### config.mk
export PLATFORM = sky130hd
export DESIGN_NAME = hms_time_counter
export DESIGN_NICKNAME = d
export VERILOG_FILES = /design/src/rtl/hms_time_counter.sv
export SDC_FILE = /design/constraint.sdc
export NUM_CORES = 1
export LEC_CHECK = 0
export ABC_AREA = 0
export BUFFER_PORTS_ARGS = -buffer_cell sky130_fd_sc_hd__buf_2
export CAP_MARGIN = 20
export CORE_MARGIN = 5
export CORE_UTILIZATION = 61
export DETAILED_ROUTE_END_ITERATION = 10
export GPL_TIMING_DRIVEN = 0
export PLACE_DENSITY = 0.91
export SLEW_MARGIN = 5
export SYNTH_ARGS = -nofsm -noshare
export SYNTH_HDL_FRONTEND = slang
export SYNTH_SLANG_ARGS = --single-unit
### constraint.sdc
create_clock -name clk -period 5.08 [get_ports clk]
set_clock_uncertainty 0.2 [all_clocks]
set_input_delay 0.254 -clock clk [delete_from_list [all_inputs] [get_ports clk]]
set_output_delay 0.254 -clock clk [all_outputs]
set_load 0.005 [all_outputs]
### src/rtl/hms_time_counter.sv
// hms_time_counter: time-of-day counter for the seg7 clock.
// Divides the board clock down to a one-second strobe and keeps hh:mm:ss.
// A key-driven set mode walks through the fields (RUN -> SET_HH -> SET_MM ->
// SET_SS -> RUN). It publishes the packed value hh*10000 + mm*100 + ss for
// the downstream binary-to-BCD converter.
// Optional feature macro: HMS_12H_EN selects 12-hour mode with a pm output.
// When the macro is undefined, the counter runs in 24-hour mode.

module hms_time_counter #(
  parameter int CLK_FREQ = 50_000_000
) (
  input  logic        clk,
  input  logic        rst,
  input  logic        key_mode,
  input  logic        key_inc,
  output logic [23:0] time_bin,
  output logic [2:0]  sel,
  output logic        tick_1hz,
  output logic        day_carry
`ifdef HMS_12H_EN
  ,
  output logic        pm
`endif
);

  // Prescaler is just wide enough to hold CLK_FREQ-1.
  localparam int PW = (CLK_FREQ > 2) ? $clog2(CLK_FREQ) : 1;
  localparam logic [PW-1:0] PRESC_LAST = PW'(CLK_FREQ - 1);

`ifdef HMS_12H_EN
  localparam logic [4:0] HH_RESET = 5'd12;
`else
  localparam logic [4:0] HH_RESET = 5'd0;
`endif

  typedef enum logic [1:0] {
    RUN    = 2'd0,
    SET_HH = 2'd1,
    SET_MM = 2'd2,
    SET_SS = 2'd3
  } state_t;

  state_t          state;
  state_t          state_next;

  logic [PW-1:0]   presc;
  logic [PW-1:0]   presc_next;
  logic            sec_step;
  logic            inc_fire;

  logic [4:0]      hh;
  logic [5:0]      mm;
  logic [5:0]      ss;
  logic [4:0]      hh_next;
  logic [5:0]      mm_next;
  logic [5:0]      ss_next;

  logic [4:0]      hh_inc;
  logic [5:0]      mm_inc;
  logic [5:0]      ss_inc;
  logic            hh_rolls_day;
  logic            tick_next;
  logic            carry_next;

`ifdef HMS_12H_EN
  logic            pm_flip;
  logic            pm_next;
`endif

  // State register for the set-mode walk.
  always_ff @(posedge clk) begin
    if (rst) begin
      state <= RUN;
    end else begin
      state <= state_next;
    end
  end

  // key_mode advances the mode; it is the only thing that changes state.
  always_comb begin
    state_next = state;
    if (key_mode) begin
      case (state)
        RUN:     state_next = SET_HH;
        SET_HH:  state_next = SET_MM;
        SET_MM:  state_next = SET_SS;
        SET_SS:  state_next = RUN;
        default: state_next = RUN;
      endcase
    end
  end

  // One-hot field select decoded from the current state.
  always_comb begin
    sel = 3'b000;
    case (state)
      SET_HH:  sel = 3'b100;
      SET_MM:  sel = 3'b010;
      SET_SS:  sel = 3'b001;
      default: sel = 3'b000;
    endcase
  end

  // Prescaler counts in RUN only; it is parked at zero while setting.
  always_comb begin
    presc_next = '0;
    sec_step   = 1'b0;
    if (state == RUN) begin
      if (presc == PRESC_LAST) begin
        sec_step = 1'b1;
      end else begin
        presc_next = presc + PW'(1);
      end
    end
  end

  // An increment only counts in a set state and loses to a simultaneous mode key.
  always_comb begin
    inc_fire = (state != RUN) && key_inc && !key_mode;
  end

  // Wrapped successors of each field, shared by the running clock and the set keys.
  always_comb begin
    ss_inc = (ss == 6'd59) ? 6'd0 : ss + 6'd1;
    mm_inc = (mm == 6'd59) ? 6'd0 : mm + 6'd1;
`ifdef HMS_12H_EN
    hh_inc       = (hh == 5'd12) ? 5'd1 : hh + 5'd1;
    pm_flip      = (hh == 5'd11);
    hh_rolls_day = (hh == 5'd11) && pm;
`else
    hh_inc       = (hh == 5'd23) ? 5'd0 : hh + 5'd1;
    hh_rolls_day = (hh == 5'd23);
`endif
  end

  // Next field values: a second step ripples carries, a set increment stays in its field.
  always_comb begin
    ss_next    = ss;
    mm_next    = mm;
    hh_next    = hh;
    tick_next  = 1'b0;
    carry_next = 1'b0;
`ifdef HMS_12H_EN
    pm_next    = pm;
`endif
    if (sec_step) begin
      tick_next = 1'b1;
      ss_next   = ss_inc;
      if (ss == 6'd59) begin
        mm_next = mm_inc;
        if (mm == 6'd59) begin
          hh_next    = hh_inc;
          carry_next = hh_rolls_day;
`ifdef HMS_12H_EN
          if (pm_flip) begin
            pm_next = !pm;
          end
`endif
        end
      end
    end else if (inc_fire) begin
      case (state)
        SET_HH: begin
          hh_next = hh_inc;
`ifdef HMS_12H_EN
          if (pm_flip) begin
            pm_next = !pm;
          end
`endif
        end
        SET_MM:  mm_next = mm_inc;
        SET_SS:  ss_next = ss_inc;
        default: ;
      endcase
    end
  end

  // Prescaler, time fields and the one-cycle strobes.
  always_ff @(posedge clk) begin
    if (rst) begin
      presc     <= '0;
      hh        <= HH_RESET;
      mm        <= 6'd0;
      ss        <= 6'd0;
      tick_1hz  <= 1'b0;
      day_carry <= 1'b0;
    end else begin
      presc     <= presc_next;
      hh        <= hh_next;
      mm        <= mm_next;
      ss        <= ss_next;
      tick_1hz  <= tick_next;
      day_carry <= carry_next;
    end
  end

`ifdef HMS_12H_EN
  // AM/PM flag, toggled on the 11 -> 12 hour step.
  always_ff @(posedge clk) begin
    if (rst) begin
      pm <= 1'b0;
    end else begin
      pm <= pm_next;
    end
  end
`endif

  // Packed display value from the registered fields, one cycle behind them.
  always_ff @(posedge clk) begin
    if (rst) begin
      time_bin <= {19'd0, HH_RESET} * 24'd10000;
    end else begin
      time_bin <= ({19'd0, hh} * 24'd10000)
                + ({18'd0, mm} * 24'd100)
                + {18'd0, ss};
    end
  end

endmodule
---- After elaboration in Yosys (flattened, before gate mapping) ----
Index checks and enable logic that the tools add are counted.
word-level totals
  bits in registers ....................... 71
  logic and storage cells ................. 63
cells by class
  add/sub/neg operators ................... 6
  $mul .................................... 2
  equal/unequal tests ..................... 9
  mux-type cells .......................... 20
  bitwise gates (word level) .............. 4
  reductions and logical operators ........ 14
operator list
  kind                   count
  $mux 6                 9
  $mux 5                 6
  $add 26x1->26 const B  1
  $eq 26x26->1 const B   1
  $add 20x6->21          1
  $add 19x13->20         1
  $mul 5x10->15 const B  1
  $add 6x1->6 const B    2
  $eq 6x6->1 const B     2
  $mul 6x5->11 const B   1
  $reduce_bool 2->1      5
  $pmux 3 s3             1
  $pmux 2 s4             1
  $add 5x1->5 const B    1
  $eq 5x5->1 const B     1
  $eq 2x2->1 const B     2
  $ne 2x1->1 const B     2
  $not 1->1              4
  $reduce_and 4->1       1
  $reduce_or 4->1        1
  $mux 1                 3
  $reduce_and 3->1       1
  $reduce_or 3->1        1
  $eq 2x1->1 const B     1
  other kinds (4)        5

---- Depth between registers and ports, before layout ----
Gate-level depths: netlist of run 1.
  depth in word-level cells ............... 5
  gate-level depth with buffers ........... 20
  mapped depth without buffers ............ 20

---- Worst setup path after synthesis of run 1 ----
OpenSTA, ideal clock, no wires.
  path kind ............................... reg2reg
  start point ............................. register mm[2]
  end point ............................... register time_bin[15]
  library setup time ...................... 71 ps
  data arrival time ....................... 3988 ps
  required time ........................... 4809 ps
  setup slack ............................. 822 ps
  stages on the path, launching flop included .. 19
  cell sequence ........................... dfxtp_1 > ha_1 > ha_1 > ha_1 > fa_1 > a21oi_1 > nor2_1 > nor2_1 > o21bai_1 > a21oi_1 > xnor2_1 > ha_1 > ha_1 > o21ai_0 > nor2_1 > a31oi_1 > o21ba_2 > or3b_2 > a21oi_1
between the ends
  word-level cells in the longest chain between the ends .. 3
ends and longest elaborated chain
  element                 line  text
  start, declared         52    logic [5:0] mm;
  start signal, assigned  190   mm <= mm_next;
  $mul 6x5->11            214   + ({18'd0, mm} * 24'd100)
  $add 19x13->20          214
  $add 20x6->21           215   + {18'd0, ss};
  end signal, assigned    211   time_bin <= {19'd0, HH_RESET} * 24'd10000;
  end signal, assigned    213   time_bin <= ({19'd0, hh} * 24'd10000)
  end, declared           16    output logic [23:0] time_bin,
No other way between the ends.
A chain may end at the register's enable or synchronous reset.

---- Worst setup path after layout of run 1 ----
  start point ............................. register mm[0]
  end point ............................... register time_bin[15]
The elaborated chain is that of the path after synthesis.

==> impl_metrics.ini, run 1 <==
[floorplanning]
die_h_um = 96.4
initial_core_util_pct = 62.8
die_w_um = 96.4
rows = 31
io-pin-count = 33
core-area_um2 = 7250
die_area_um2 = 9290

[global_routing]
grt_usage_pct = 23.8
grt_max_degree = 14
antenna_found_initial = 0
first_global_vias = 3774
globalRouteOverflowTotal = 0
grt_first_pass_wirelength_mm = 17.1

[synthesis]
synthAdderAreaFrac_pct = 24.4
synthTopCellsByCount = ha_1, dfxtp_1, nor2_1
ys_types = 58
synth_top_family_by_area = adder cells
synth_edf_count = 0
synth_top_area_share_pct = 29.5
synth_most_common_cell = ha_1
syn_area_um2 = 4550
synth_xor_xnor_area_share_pct = 8.27
ys.flop_type = dfxtp_1
syn_area_per_cell_um2 = 9.04
postSynth.asyncResetShare_pct = 0
synth_top_cells_by_area = dfxtp_1, ha_1, nor2_1, xnor2_1, xor2_1
ys_seq_area_share_pct = 29.5
synth_simple_gate_area_share_pct = 18.8
synth_compound_area_share_pct = 12.6
ys_ff_latch = 67
muxShareOfSynthArea_pct = 1.35
netlist_instances = 504
synth_warnings = 0
synth_top_area_cell = dfxtp_1

[sta]
period_share_pct = 93.5
finalSetupViolations = 0
finalCriticalPeriod_ps = 4750
final-max-slew-violation-count = 0
rsz0062_at_grt = false
finalWorstSetupSlack_ps = 331
finalHoldViolations = 0
slew-limit-headroom_pct = 59.1
worstMarginPinSlew_ps = 613
fin_tns_setup_ps = 0
max_freq_ghz = 0.211

[worst_setup_path]
cp-startpoint = mm[0]
crit_arrival_ps = 4830
crit_path_top_delay_cell = dfxtp_1
timing.rr.start = mm[0]
end_kind = flip-flop
crit_fanout = 7
path_class = reg -> reg
slowest_delay_ps = 480
regToRegEndpoint = time_bin[15]
worst_path_most_repeated_cell = ha_1
r2r_slack_ps = 330
critical_path_required_ps = 5160
startpoint_type = flip-flop
rr_worst_depth = 18
crit_path_cell_trace = ha_1 -> ha_1 -> ha_1 -> fa_1 -> a21oi_1 -> nor2_1 -> nor2_1 -> o21bai_1 -> a21oi_1 -> xnor2_1 -> ha_1 -> ha_1 -> o21ai_0 -> nor2_1 -> a31oi_1 -> o21ba_2 -> or3b_2 -> a21oi_1
critPathCapture = time_bin[15]

[clocking]
clk_latency_ps = 360
cts_tree = built
numCtsBuffers = 9
path_clk_slew_ps = 70
numClockSinks = 67
cts-root-buf = clkbuf_8
cts_max_path_buffers = 2
post_cts.repair.setup_buffers = 0
htree_levels = 3

[detailed_routing]
via_per_inst = 5.84
routedWlPerCell_um = 15.9
antenna_left = 0
drtIter0Drc = 219
route.detailed.drc = 0
wirelength_mm = 10.4
via_count = 3805
drt-pass1-iter-count = 4

[cells_and_area]
diodes = 0
stdcell_count = 652
syn2layout_area_growth_pct = 11.3
fin_nets = 636
drive_above_1_share_pct = 12.3
post-route-util_pct = 69.9

[power_and_ir_drop]
internal_power_uw = 828
p_clk_share_pct = 46.1
ir_worst_vdd_mv = 0.126
pwr_density_cell_nw_per_um2 = 215
p_leak_uw = 0.00251
swShare_pct = 24.1
combPwrFrac_pct = 4.9
sequentialPowerShare_pct = 49.0
power_switching_uw = 263

[worst_hold_path]
min_from = rst
hp-class = in -> reg

[placed_design]
numPortBuffers = 28
place_ws_ps = 414
routabilityCongestion = 0.903
dp.cells = 635
hpwl_mm = 7.51

[flow_run]
maxCapViolations = 0

[outcome]
status = completed
==> flip-flops by register name, indices dropped and copies added, names as in the netlist <==
register	cells
mm	6
hh	5
time_bin	20
day_carry	1
presc	26
state	2
tick_1hz	1
ss	6
==> logic make-up (layout without fill, tap and decap cells) <==
logic type,Yosys count,after routing
xor gates and xnor gates,43,43
and+or+nand+nor,167,167
adders and majority gates,84,84
muxes,6,6
DFF,67,67
other,1,5
AOI/OAI and AO/OA,84,84
buffers and inverters,52,97
==> power groups by stage <==
stage	Clock, uW	Sequential, uW	Combinational (uW)
2_1_floorplan	0	546	35.8
3_3_place_gp	0	547	49.6
3_5_place_dp	0	548	51.5
4_1_cts	507	535	52.7
5_1_grt	531	536	59.5
6_report	503	535	53.3
==> worst max-delay path, delay by kind of cell (launching register included) <==
kind                     cells  cell delay, ps
AO/OA/AOI/OAI                7            1070
flip-flops                   1             480
XOR/XNOR                     1             180
AND/OR/NAND/NOR              4             740
adder cells (fa/ha/maj)      6            2010
==> stage by stage <==
stage               hold WS, ps  area [um2]  power (uW)
finish                     50.1        5070        1090
global route               41.6        5070        1130
CTS                        27.2        5070        1090
detailed placement          278        4830         599
global placement            246        4830         596
floorplan                   150        4570         582
==> layout make-up <==
cell class                 count  area, um2
multi-input combinational    389       3000
fill                         513       2190
sequential                    67       1340
timing repair buffer          29        150
inverter                      36        135
clock buffer                   9        124
tap                           99        124
clock inverter                 7        100
buffer                        16       92.6
==> what timing repair did <==
item | CTS | global route
hold buffers | 1 | 0
hold endpoints to repair | 2 | 0
resized for setup | 0 | 0
==> routing by layer <==
| layer | up-vias | wire [um] | track usage, % |
|---|---|---|---|
| li1 | 1849 | - | - |
| met1 | 1830 | 4190 | 26.0 |
| met2 | 104 | 5550 | 44.7 |
| met3 | 22 | 387 | 4.65 |
| met4 | 0 | 249 | 9.58 |
| met5 | - | 0 | 0 |
==> worst min path at each step <==
stage          endpoint  slack (ps)  cells past startpoint
4_1_cts           mm[3]          30                      3
6_report          mm[3]          50                      3
2_1_floorplan  state[0]         150                      1
3_3_place_gp   presc[0]         250                      1
3_5_place_dp   presc[0]         280                      1
5_1_grt           mm[3]          40                      3
==> cell usage in the layout, fill, tap and decap left out, types with 4 or more instances in the layout <==
cell / count
ha_1: 76
dfxtp_1: 67
nor2_1: 61
inv_1: 36
buf_2: 32
a21oi_1: 25
nand2_1: 25
xnor2_1: 24
xor2_1: 19
nand3_1: 15
o21ai_0: 13
nor3_1: 10
nor2b_1: 9
a21o_1: 9
nand4_1: 9
clkbuf_8: 9
and3_1: 8
fa_1: 8
or3_1: 6
a211oi_1: 5
mux2i_1: 5
buf_4: 5
conb_1: 5
o21bai_1: 4
or2_2: 4
and4_1: 4
a31oi_1: 4
nor4_1: 4
No activity file was read; power rests on OpenSTA's default activity.
==> inputs of run 2 (changes only) <==
--- a/config.mk
+++ b/config.mk
@@ -6,13 +6,13 @@
 export NUM_CORES = 1
 export LEC_CHECK = 0
 export ABC_AREA = 0
-export BUFFER_PORTS_ARGS = -buffer_cell sky130_fd_sc_hd__buf_2
 export CAP_MARGIN = 20
 export CORE_MARGIN = 5
-export CORE_UTILIZATION = 61
+export CORE_UTILIZATION = 64
 export DETAILED_ROUTE_END_ITERATION = 10
+export DONT_BUFFER_PORTS = 1
 export GPL_TIMING_DRIVEN = 0
-export PLACE_DENSITY = 0.91
+export PLACE_DENSITY = 0.9
 export SLEW_MARGIN = 5
 export SYNTH_ARGS = -nofsm -noshare
 export SYNTH_HDL_FRONTEND = slang
==> impl_metrics.ini, run 2 (synthesis gave the netlist of run 1 again) <==
[sta]
rsz0062_at_grt = false
slew-limit-headroom_pct = 58.2
final-max-slew-violation-count = 0
finalHoldViolations = 0
worstMarginPinSlew_ps = 627
fin_tns_setup_ps = 0
max_freq_ghz = 0.215
fin_hold_ws_ps = 76.3
finalWorstSetupSlack_ps = 421
finalSetupViolations = 0
finalCriticalPeriod_ps = 4660
period_share_pct = 91.7

[outcome]
status = completed

[power_and_ir_drop]
p_clk_share_pct = 50.9
combPwrFrac_pct = 4.2
pwr_density_cell_nw_per_um2 = 239
sequentialPowerShare_pct = 45.0
power_switching_uw = 264
ir_worst_vdd_mv = 0.206
p_leak_uw = 0.00238
internal_power_uw = 927
swShare_pct = 22.2

[detailed_routing]
routedWlPerCell_um = 16.0
drt-pass1-iter-count = 6
drtIter0Drc = 216
route.detailed.drc = 0
via_per_inst = 6.08
wirelength_mm = 9.98
antenna_left = 0
via_count = 3781

[cells_and_area]
n_fill_cell = 459
largest_reg_flops = 26
syn2layout_area_growth_pct = 9.34
post-route-util_pct = 72.5
drive_above_1_share_pct = 7.60
largest-register = presc
design_area_um2 = 4980
fin_nets = 609
mostFrequentLayoutCell = ha_1
biggestRegsByFlops = presc: 26 flops, time_bin: 20 flops
diodes = 0
layout_common_cells = ha_1, dfxtp_1, nor2_1

[worst_setup_path]
rr_worst_depth = 16
end_kind = flip-flop
timing.rr.start = mm[2]
crit_buf_inv = 0
r2r_slack_ps = 420
startpoint_type = flip-flop
worst_path_most_repeated_cell = ha_1
crit_arrival_ps = 4700
crit_path_cell_trace = ha_1 -> ha_1 -> ha_1 -> fa_1 -> a21oi_1 -> nor2_1 -> nor2_1 -> o21bai_1 -> a21oi_1 -> xnor2_1 -> ha_1 -> ha_1 -> and4_1 -> o21ai_0 -> a211oi_1 -> mux2_2
slowest_delay_ps = 460
path_delay_family = adder cells
critical_path_required_ps = 5120
regToRegEndpoint = time_bin[16]
crit_fanout = 6
path_class = reg -> reg
crit_path_top_delay_cell = fa_1

[clocking]
numClockSinks = 67
cts-root-buf = clkbuf_8
numCtsBuffers = 9
htree_levels = 3
cts_tree = built
cts_max_path_buffers = 2
post_cts_resized = 0
clk_latency_ps = 360
path_clk_slew_ps = 80

[floorplanning]
die_w_um = 94.4
core-area_um2 = 6870
io-pin-count = 33
rows = 30
initial_core_util_pct = 66.3
die_area_um2 = 8900
die_h_um = 94.4

[placed_design]
numPortBuffers = 0
placed_cell_area_um2 = 4690
place_ws_ps = 431
hpwl_mm = 7.32
routabilityCongestion = 0.882

[global_routing]
grt_max_degree = 14
grt_usage_pct = 23.3
first_global_vias = 3644
globalRouteOverflowTotal = 0
antenna_found_initial = 0
grt_first_pass_wirelength_mm = 16.4

[flow_run]
maxCapViolations = 0

[worst_hold_path]
whs_path_depth = 3
hp-class = in -> reg
min_from = rst
hold_end = time_bin[13]
run 2: changes by cell type in the layout (fill, tap and decap cells not counted):
cell	previous run	this run
bufinv_16	2	4
clkinv_2	1	0
dlygate4sd3_1	1	2
buf_2	32	4
clkinv_4	3	1
inv_6	1	2
run 2: what timing repair did:
action	in CTS	in global routing
buffers inserted	0	0
hold endpoints to repair	4	0
hold buffers	2	0
run 2: stage by stage:
stage                     total power [uW]  std cells
final                                 1190        622
after floorplan                        582        508
after CTS                             1190        622
after global placement                 592        604
after global routing                  1220        622
after detailed placement               595        604
run 2: worst max-delay path by stage:
stage               start           end  slack, ps  cells after the start
finish              mm[2]  time_bin[16]        420                     16
global route        mm[0]  time_bin[16]        100                     16
CTS                 mm[2]  time_bin[16]        400                     16
detailed placement  mm[2]  time_bin[16]        430                     16
global placement    mm[2]  time_bin[16]        520                     16
floorplan           mm[2]  time_bin[15]        820                     18
run 2: worst min-delay path: cells and delay by family:
kind	cells	cell delay, ps
AOI/OAI and AO/OA	2	190
buffers and inverters	1	150
run 2: layer usage:
metal	GRT usage [%]	routed length (um)
met2	41.4	5050
met1	27.0	4100
met4	9.27	236
met5	0	0
met3	5.10	601
run 2: layout make-up:
cell class              count  area, um2  area share [%]
flip-flops and latches     67       1340            26.9
inverters                  36        135            2.71
repair buffers              2       20.0           0.402
multi-input cells         389       3000            60.3
plain buffers              16       92.6            1.86
well taps                  96        120            2.41
clock buffers               9        124            2.49
clock inverters             7        146            2.94
run 2: power groups by stage:
stage	clock network (uW)	registers, uW	logic [uW]
final	606	536	49.4
after global routing	631	536	54.9
after CTS	606	535	49.2
after detailed placement	0	548	46.9
after global placement	0	547	44.9
after floorplan	0	546	35.8
